File: src/rtl/core_sequencer.sv
// core_sequencer: multi-cycle control FSM for the scalar RV32 core.
// Owns imem/dmem/UART handshakes, halt detection and perf counters.
module core_sequencer #(
  parameter logic [31:0] HALT_INSTR = 32'h0000006F,
  parameter int          CNT_W      = 32
) (
  input  logic             clk,
  input  logic             rst,
  input  logic             start,
  input  logic [31:0]      instr_raw,
  input  logic             instr_valid,
  input  logic             mem_read,
  input  logic             mem_write,
  input  logic             data_in,
  input  logic             data_out,
  input  logic             mem_ready,
  input  logic             rx_valid,
  input  logic             tx_ready,
  output logic [2:0]       state,
  output logic             fetch_req,
  output logic             mem_req,
  output logic             rx_pop,
  output logic             tx_push,
  output logic             pc_we,
  output logic             halted,
  output logic [CNT_W-1:0] instr_count,
  output logic [CNT_W-1:0] stall_count
);

  typedef enum logic [2:0] {
    S_FETCH  = 3'd0,
    S_DECODE = 3'd1,
    S_EXEC   = 3'd2,
    S_MEM    = 3'd3,
    S_WRITE  = 3'd4,
    S_HALT   = 3'd5,
    S_IDLE   = 3'd7
  } st_t;

  typedef enum logic [1:0] {
    K_NONE = 2'd0,
    K_LDST = 2'd1,
    K_IN   = 2'd2,
    K_OUT  = 2'd3
  } kind_t;

  localparam logic [CNT_W-1:0] ONE = 1;

  st_t   st;
  kind_t kind;
  logic  mem_done;
  logic  stall_max;

  assign state     = st;
  assign stall_max = &stall_count;

  // completion condition of the access kind latched in EXEC
  always_comb begin
    mem_done = 1'b0;
    case (kind)
      K_LDST:  mem_done = mem_ready;
      K_IN:    mem_done = rx_valid;
      K_OUT:   mem_done = tx_ready;
      default: mem_done = 1'b1;
    endcase
  end

  // state register, registered handshake outputs and counters
  always_ff @(posedge clk) begin
    if (rst) begin
      st          <= S_IDLE;
      kind        <= K_NONE;
      fetch_req   <= 1'b0;
      mem_req     <= 1'b0;
      rx_pop      <= 1'b0;
      tx_push     <= 1'b0;
      pc_we       <= 1'b0;
      halted      <= 1'b0;
      instr_count <= '0;
      stall_count <= '0;
    end else begin
      mem_req <= 1'b0;
      rx_pop  <= 1'b0;
      tx_push <= 1'b0;
      pc_we   <= 1'b0;
      case (st)
        S_IDLE: begin
          if (start) begin
            st        <= S_FETCH;
            fetch_req <= 1'b1;
          end
        end
        S_FETCH: begin
          if (instr_valid) begin
            st        <= S_DECODE;
            fetch_req <= 1'b0;
          end else if (!stall_max) begin
            stall_count <= stall_count + ONE;
          end
        end
        S_DECODE: begin
          if (instr_raw == HALT_INSTR) begin
            st     <= S_HALT;
            halted <= 1'b1;
          end else begin
            st <= S_EXEC;
          end
        end
        S_EXEC: begin
          // data_in/data_out vanish after EXEC, so the kind is latched here
          if (mem_read || mem_write) begin
            kind    <= K_LDST;
            st      <= S_MEM;
            mem_req <= 1'b1;
          end else if (data_in) begin
            kind <= K_IN;
            st   <= S_MEM;
          end else if (data_out) begin
            kind <= K_OUT;
            st   <= S_MEM;
          end else begin
            kind  <= K_NONE;
            st    <= S_WRITE;
            pc_we <= 1'b1;
          end
        end
        S_MEM: begin
          if (mem_done) begin
            st      <= S_WRITE;
            pc_we   <= 1'b1;
            rx_pop  <= (kind == K_IN);
            tx_push <= (kind == K_OUT);
          end else if (!stall_max) begin
            stall_count <= stall_count + ONE;
          end
        end
        S_WRITE: begin
          instr_count <= instr_count + ONE;
          st          <= S_FETCH;
          fetch_req   <= 1'b1;
        end
        S_HALT: begin
          st <= S_HALT;
        end
        default: begin
          st        <= S_IDLE;
          fetch_req <= 1'b0;
          halted    <= 1'b0;
        end
      endcase
    end
  end

endmodule

File: config.mk
export PLATFORM = sky130hd
export DESIGN_NAME = core_sequencer
export DESIGN_NICKNAME = d
export VERILOG_FILES = /design/src/rtl/core_sequencer.sv
export SDC_FILE = /design/constraint.sdc
export NUM_CORES = 1
export LEC_CHECK = 0
export CORE_MARGIN = 2
export CORE_UTILIZATION = 40
export CTS_BUF_LIST = sky130_fd_sc_hd__clkbuf_4 sky130_fd_sc_hd__clkbuf_8
export DETAILED_ROUTE_END_ITERATION = 7
export PLACE_DENSITY_LB_ADDON = 0.2
export SKIP_LAST_GASP = 1
export SLEW_MARGIN = 20
export SYNTH_ARGS = -nofsm -noshare
export SYNTH_HDL_FRONTEND = slang
export SYNTH_SLANG_ARGS = --single-unit
File: constraint.sdc
create_clock -name clk -period 3.05 [get_ports clk]
set_clock_uncertainty 0.2 [all_clocks]
set_input_delay 0.4575 -clock clk [delete_from_list [all_inputs] [get_ports clk]]
set_output_delay 0.4575 -clock clk [all_outputs]
set_load 0.03 [all_outputs]
==> Yosys cells after proc, flatten, opt, wreduce, memory -nomap -nowiden <==
Cells that the tools add are included.
{ "word_totals": {"wordCells": 72, "inputBits": 43, "ff_bits": 75} }
{ "op_classes": {"n_eq_ne": 16, "n_reduce_logical": 12, "add_sub_neg": 2, "n_bitwise": 5, "mux": 27} }
{ "ops": {"columns": ["cell", "count"], "rows": [
  ["$mux W32", 3],
  ["$add A32 B1 Y32 const B", 2],
  ["$pmux W32 S2", 1],
  ["$eq A32 B7 Y1 const B", 1],
  ["$reduce_and A32 Y1", 1],
  ["$mux W3", 7],
  ["$pmux W3 S7", 1],
  ["$ne A2 B2 Y1 const B", 6],
  ["$eq A3 B3 Y1 const B", 3],
  ["$reduce_and A3 Y1", 3],
  ["$mux W1", 8],
  ["$eq A3 B2 Y1 const B", 2],
  ["$mux W2", 3],
  ["$reduce_or A6 Y1", 1],
  ["$not A1 Y1", 5],
  ["$eq A2 B2 Y1 const B", 2],
  ["$pmux W1 S2", 2],
  ["$pmux W1 S4", 1],
  ["$reduce_or A4 Y1", 1],
  ["$eq A3 B1 Y1 const B", 1],
  ["$logic_not A3 Y1", 1],
  ["$pmux W1 S3", 1],
  ["$reduce_or A3 Y1", 1],
  ["$eq A2 B1 Y1 const B", 1],
  ["4 further kinds", 4]
]} }

==> Logic depth before layout (Yosys ltp) <==
Gate-level depths: netlist of run 1.
{ "logic_depth": {"ltp_word": 4, "ltp_mapped": 9} }

==> Least setup slack after synthesis of run 1 <==
No wires, ideal clock.
{ "synth_path": {"path_kind": "reg2reg", "start": "register stall_count[5]", "end": "register stall_count[29]", "path_stages_with_launch": 7, "slack_ns": 0.578, "setup_ns": 0.121, "required_ns": 2.729, "arrival_time_ns": 2.151, "cell_sequence": "dfxtp_1 nand4_1 or4_4 o21bai_1 buf_2 nor4_1 mux2_2"} }
{ "synth_via": {"elab_chain_len": 4} }
{ "synth_lines": {"columns": ["item", "line_no", "rtl"], "rows": [
  ["start, declared", "27", "output logic [CNT_W-1:0] stall_count"],
  ["start signal, assigned", "98", "stall_count <= stall_count + ONE;"],
  ["start signal, assigned", "134", "stall_count <= stall_count + ONE;"],
  ["$add A32 B1 Y32 / $reduce_and A32 Y1 (equally long branches)", "98, 134, 55", null],
  ["$mux W32 *", "97, 133", null],
  ["$mux W32 (on tied branches)", "128, 94", null],
  ["$pmux W32 S2 *", "86", "case (st)"]
]} }
Mark *: on every way between the ends. The rest lies on a longest branch, timed or not. The select of a mux whose other input is x is not followed.
A chain may end at the register's enable or synchronous reset.

==> Final worst setup path of run 1 <==
{ "layout_path": {"start": "register stall_count[0]", "end": "register stall_count[18]"} }
The elaborated chain is that of the path after synthesis.

==> flow_summary.ini, run 1 <==
[finish]
layout_common_cells = clkdlybuf4s50_1 (114), dfxtp_1 (75), a21oi_1 (41)
syn2layout_area_growth_pct = 38.8
layout_commonest_cell = clkdlybuf4s50_1
nNetsFinal = 613
antenna_cells = 0
seqCellArea_um2 = 1500
drive_above_1_share_pct = 7.33
fin_area_um2 = 5240
n_fill_cell = 872
multi_input_area_um2 = 2130

[clock_tree]
postCtsSetupRepairBufs = 0
clk_latency_ns = 0.34
root_buffer = clkbuf_8
clk_pin_slew_ns = 0.08
cts_tree = done
hold_buffers = 0
cts-resized-gates = 0
cts_sinks = 75
cts-buffers-inserted = 9
htree_levels = 3
clockBufferDepth = 2

[place]
placed_area_um2 = 5050
portBuffers = 115
place_congestion = 0.805
pre_cts_ws_ns = 0.361
post-dp-hpwl_um = 7180

[logic_synthesis]
ys_types = 48
yosysTopAreaCell = dfxtp_1
synthTopCellsByArea = dfxtp_1 (40%), a21oi_1 (5.4%), xor2_1 (4.6%)
avgSynthCellArea_um2 = 8.28
ys_async_sr_fraction_pct = 0
syn_inst = 456
synth_seq_cells = 75
yosysWarningCount = 0
syn-cell-area_um2 = 3770
synth-main-ff-cell = dfxtp_1
synth_nets = 501
synth_edf_count = 0
ys_seq_area_share_pct = 39.8
synth_top_area_share_pct = 39.8

[die]
start_util_pct = 41.0
ios = 116
coreArea_um2 = 9200
die_w_um = 101
dieArea_um2 = 10200
die_h_um = 101
num_rows = 35

[global_route]
grt_max_degree = 40
antenna_found_initial = 0
grt.overflow.total = 0
grt_usage_pct = 19.7
grt_pass1_vias = 3573
grt_pass1_wl_um = 16400

[timing]
worst_pin_slew_ns = 0.719
fin_crit_sh_pct = 83.7
grt_setup_unrepaired = false
final_max_slew_viol_count = 0
holdWs_ns = 0.287
finalSetupTns_ns = 0
period_minus_slack_ns = 2.55
setup_violations = 0
relSlewSlack_pct = 52.1
worst_slack_ns = 0.497
finalHoldViolations = 0
fmax_mhz = 392

[setup_path]
reg2reg_depth = 5
worstPathRequired_ns = 3.11
reg2reg_from = stall_count[0]
r2r_setup_slack_ns = 0.50
arrival_ns = 2.62
cp-start-kind = register
reg2reg_to = stall_count[18]
endpoint = stall_count[18]
crit_fanout = 10
crit_path_end_kind = register
path_class = reg -> reg
cp-startpoint = stall_count[0]

[detailed_routing]
vias = 3836
drtIter0Drc = 91
viasPerCell = 5.61
drtAntennaViolNets = 0
wl_um = 9970
first_pass_iters = 4
wl_per_cell_um = 14.6
drc = 0

[min_path]
hold_path_class = reg -> reg
holdPathStages = 2

[pwr]
vdd_ir_drop_max_uv = 257
leakage_uw = 0.00171
p_per_area_nw_per_um2 = 429

[run_status]
status = completed

[run]
drv_cap = 0
## per-stage QoR
| step | power [uW] | instances | util (%) |
|---|---|---|---|
| 6_report | 2250 | 684 | 56.9 |
| 5_1_grt | 2360 | 684 | 56.9 |
| 4_1_cts | 2270 | 684 | 56.9 |
| 3_5_place_dp | 1550 | 668 | 54.9 |
| 3_3_place_gp | 1540 | 668 | 54.9 |
| 2_1_floorplan | 1360 | 456 | - |
## cell usage after synthesis, types with 2 or more instances
| cell type | n |
|---|---|
| or3_1 | 15 |
| a211oi_1 | 2 |
| xnor2_1 | 3 |
| or3b_2 | 3 |
| or4b_1 | 4 |
| a21oi_1 | 41 |
| nor4_1 | 12 |
| nor3b_1 | 3 |
| inv_1 | 8 |
| o211ai_1 | 2 |
| and2_1 | 4 |
| nand2b_1 | 4 |
| mux2i_1 | 3 |
| and3_1 | 8 |
| nand2_1 | 31 |
| mux2_2 | 4 |
| a311o_1 | 2 |
| ha_1 | 2 |
| buf_2 | 6 |
| nor2_1 | 40 |
| o41ai_1 | 4 |
| nor2b_1 | 4 |
| nor4b_1 | 2 |
| nand3b_1 | 2 |
| nand3_1 | 20 |
| xor2_1 | 20 |
| clkbuf_1 | 21 |
| nand4_1 | 24 |
| dfxtp_1 | 75 |
| or4_1 | 16 |
| nor3_1 | 8 |
| a31oi_1 | 2 |
| o31ai_1 | 17 |
| and4_1 | 8 |
| o21ai_0 | 23 |
## cells by family after synthesis
logic type,share of synthesized area (%)
muxes,1.99
and+or+nand+nor,32.7
DFF,39.8
buffers and inverters,3.98
xor gates and xnor gates,5.34
AOI/OAI and AO/OA,15.6
adders and majority gates,0.663
## registers in the layout, summed over array words and instances, names as in the netlist
name,flops
fetch_req,1
halted,1
instr_count,32
kind,2
mem_req,1
pc_we,1
rx_pop,1
stall_count,32
state,3
tx_push,1
## worst max-delay path, stage by stage (launching register included)
cell     delay [ns]
dfxtp_1        0.42
ha_1           0.24
nand4_1        0.43
a31oi_1        0.54
or4b_1         0.47
a21oi_1        0.17
## layer usage
metal	global-route usage, %	wire length (um)	part of all wire [%]
met1	25.1	4500	45
met2	32.5	4840	49
met3	3.66	415	4.2
met4	9.15	212	2.1
met5	0	0	0
## area by class of cell
type	count	area share [%]
well taps	111	2.65
repair buffers	129	23.9
flip-flops and latches	75	28.7
inverters	8	0.573
clock inverters	2	0.191
multi-input cells	345	40.7
clock buffers	14	3.32
## how the worst min path moves through the flow
stage | startpoint | to | slack [ns]
3_5_place_dp | instr_count[31] | instr_count[31] | 0.29
3_3_place_gp | instr_count[31] | instr_count[31] | 0.27
2_1_floorplan | kind[0] | tx_push | 0.26
6_report | instr_count[31] | instr_count[31] | 0.29
5_1_grt | stall_count[15] | stall_count[15] | 0.32
4_1_cts | instr_count[31] | instr_count[31] | 0.30
## power breakdown
part | switching (uW) | leakage [uW] | internal (uW) | total, uW
sequential | 50.3 | 0.000605 | 1020 | 1070
clock | 354 | 0.000101 | 366 | 719
combinational | 243 | 0.00101 | 220 | 463
total | 647 | 0.00171 | 1600 | 2250
No activity file was read; power rests on OpenSTA's default activity.
==> inputs of run 2 (changes only) <==
==> constraint.sdc (replaced) <==
create_clock -name clk -period 2.5 [get_ports clk]
set_clock_uncertainty 0.2 [all_clocks]
set_input_delay 0.375 -clock clk [delete_from_list [all_inputs] [get_ports clk]]
set_output_delay 0.375 -clock clk [all_outputs]
set_load 0.03 [all_outputs]
==> run 2 against run 1 <==
  * Clock power up 43%
  * Sequential power is 20% higher
  * Register-to-register slack got worse by 0.34 ns
  * Combinational power is 33% higher
  * Non-clock buffer count increased by 23
  * Clock-buffer cell count down 4
  * Die area is the same
  * First-iteration DRC count grew 110%
  * Critical path type unchanged
  * Critical endpoint is now stall_count[24]
  * Largest power group unchanged
==> flow_summary.ini, run 2 (synthesized netlist as in run 1, its figures left out) <==
[run_status]
status = completed

[setup_path]
worst-path-stages = 6
reg2reg_to = stall_count[24]
endpoint = stall_count[24]
path_class = reg -> reg
cp-start-kind = register
crit_chain = nand4_1 > or4_4 > o21bai_1 > buf_12 > or4b_1 > a21oi_1
cpPeakStageDelay_ns = 0.52
cp-startpoint = stall_count[12]
crit_fanout = 29
cp_top_family = simple AND/OR/NAND/NOR gates
reg2reg_from = stall_count[12]
cpMaxStageDelayCell = or4_4
r2r_setup_slack_ns = 0.16
arrival_ns = 2.43
crit_path_end_kind = register
reg2reg_depth = 6
worstPathBufferInverterCount = 1
worstPathRequired_ns = 2.59

[clock_tree]
postCtsSetupRepairBufs = 0
hold_buffers = 0
cts_sinks = 75
clk_pin_slew_ns = 0.09
clockBufferDepth = 2
clk_latency_ns = 0.35
cts_tree = done
cts-buffers-inserted = 9
root_buffer = clkbuf_8
cts-resized-gates = 0
htree_levels = 3

[finish]
drive_above_1_share_pct = 10.9
layout_commonest_cell = clkdlybuf4s50_1
layout_common_cells = clkdlybuf4s50_1 (114), dfxtp_1 (75), a21oi_1 (41)
antenna_cells = 0
fin_area_um2 = 5470
syn2layout_area_growth_pct = 44.9
instances_no_fill = 706
nNetsFinal = 636

[timing]
grt_setup_unrepaired = false
final_max_slew_viol_count = 0
period_minus_slack_ns = 2.34
setup_violations = 0
fmax_mhz = 427
worst_pin_slew_ns = 0.712
finalSetupTns_ns = 0
holdWs_ns = 0.291
relSlewSlack_pct = 52.5
finalHoldViolations = 0
fin_crit_sh_pct = 93.8

[pwr]
cell_internal_pwr_uw = 2110
swShare_pct = 27.8
pwr-share-comb_pct = 21.1
leakage_uw = 0.00185
power_frac_seq_pct = 43.7
vdd_ir_drop_max_uv = 284
switchingPower_uw = 815
clkPwrFrac_pct = 35.3
p_per_area_nw_per_um2 = 536

[die]
ios = 116
start_util_pct = 41.0
coreArea_um2 = 9200
die_h_um = 101
num_rows = 35
die_w_um = 101
dieArea_um2 = 10200

[detailed_routing]
wl_um = 10300
wl_per_cell_um = 14.6
vias = 3925
viasPerCell = 5.56
drtAntennaViolNets = 0
drtIter0Drc = 195
first_pass_iters = 4
drc = 0

[global_route]
grt.overflow.total = 0
grt_usage_pct = 20.5
grt_pass1_wl_um = 17100
antenna_found_initial = 0
grt_max_degree = 36
grt_pass1_vias = 3643

[min_path]
holdPathStages = 2
hold_path.startpoint = instr_count[31]
hold_path_class = reg -> reg

[place]
post-dp-hpwl_um = 7410
dp_cells = 691
portBuffers = 115
placed_area_um2 = 5250
place_congestion = 0.826

[run]
drv_cap = 0
[run 2: cell types whose count changed in the layout (fill, tap and decap cells not counted), sizes merged]
cell	previous run	this run
clkinvlp	0	1
bufinv	0	2
buf	15	38
clkbuf	14	10
[run 2: worst reg2reg max path: cells and delay by family (launching register included)]
family          cells  cell delay (ns)
buf+inv             1             0.18
flops               1             0.38
simple gates        3             1.16
compound gates      2             0.37
[run 2: metal layers]
layer | track usage (%) | wire (um)
met5 | 0 | 0
met4 | 8.94 | 250
met3 | 4.49 | 526
met2 | 33.8 | 4990
met1 | 25.9 | 4520
[run 2: metrics by stage]
stage | power, uW | utilization [%] | setup WS, ns
global placement | 1910 | 57.1 | -0.246
detailed placement | 1920 | 57.1 | -0.303
global route | 3070 | 59.5 | 0.0488
CTS | 2960 | 59.4 | 0.0714
floorplan | 1660 | - | 0.0282
finish | 2930 | 59.5 | 0.156
[run 2: layout make-up]
type / count / area (um^2)
Clock buffer: 10 / 138
Inverter: 8 / 30.0
Clock inverter: 5 / 77.6
Tap cell: 111 / 139
Timing Repair Buffer: 152 / 1450
Sequential cell: 75 / 1500
Fill cell: 831 / 3730
Multi-Input combinational cell: 345 / 2130
[run 2: how the worst min path moves through the flow]
stage,endpoint,slack [ns]
3_5_place_dp,instr_count[31],0.29
3_3_place_gp,instr_count[31],0.27
6_report,instr_count[31],0.29
4_1_cts,instr_count[31],0.30
2_1_floorplan,tx_push,0.26
5_1_grt,instr_count[31],0.32
[run 2: power by group through the flow]
| stage | Sequential [uW] | Combinational, uW | Clock (uW) |
|---|---|---|---|
| after global routing | 1290 | 676 | 1110 |
| after floorplan | 1390 | 277 | 0 |
| after detailed placement | 1310 | 616 | 0 |
| after CTS | 1280 | 618 | 1060 |
| after global placement | 1310 | 609 | 0 |
| final | 1280 | 617 | 1030 |
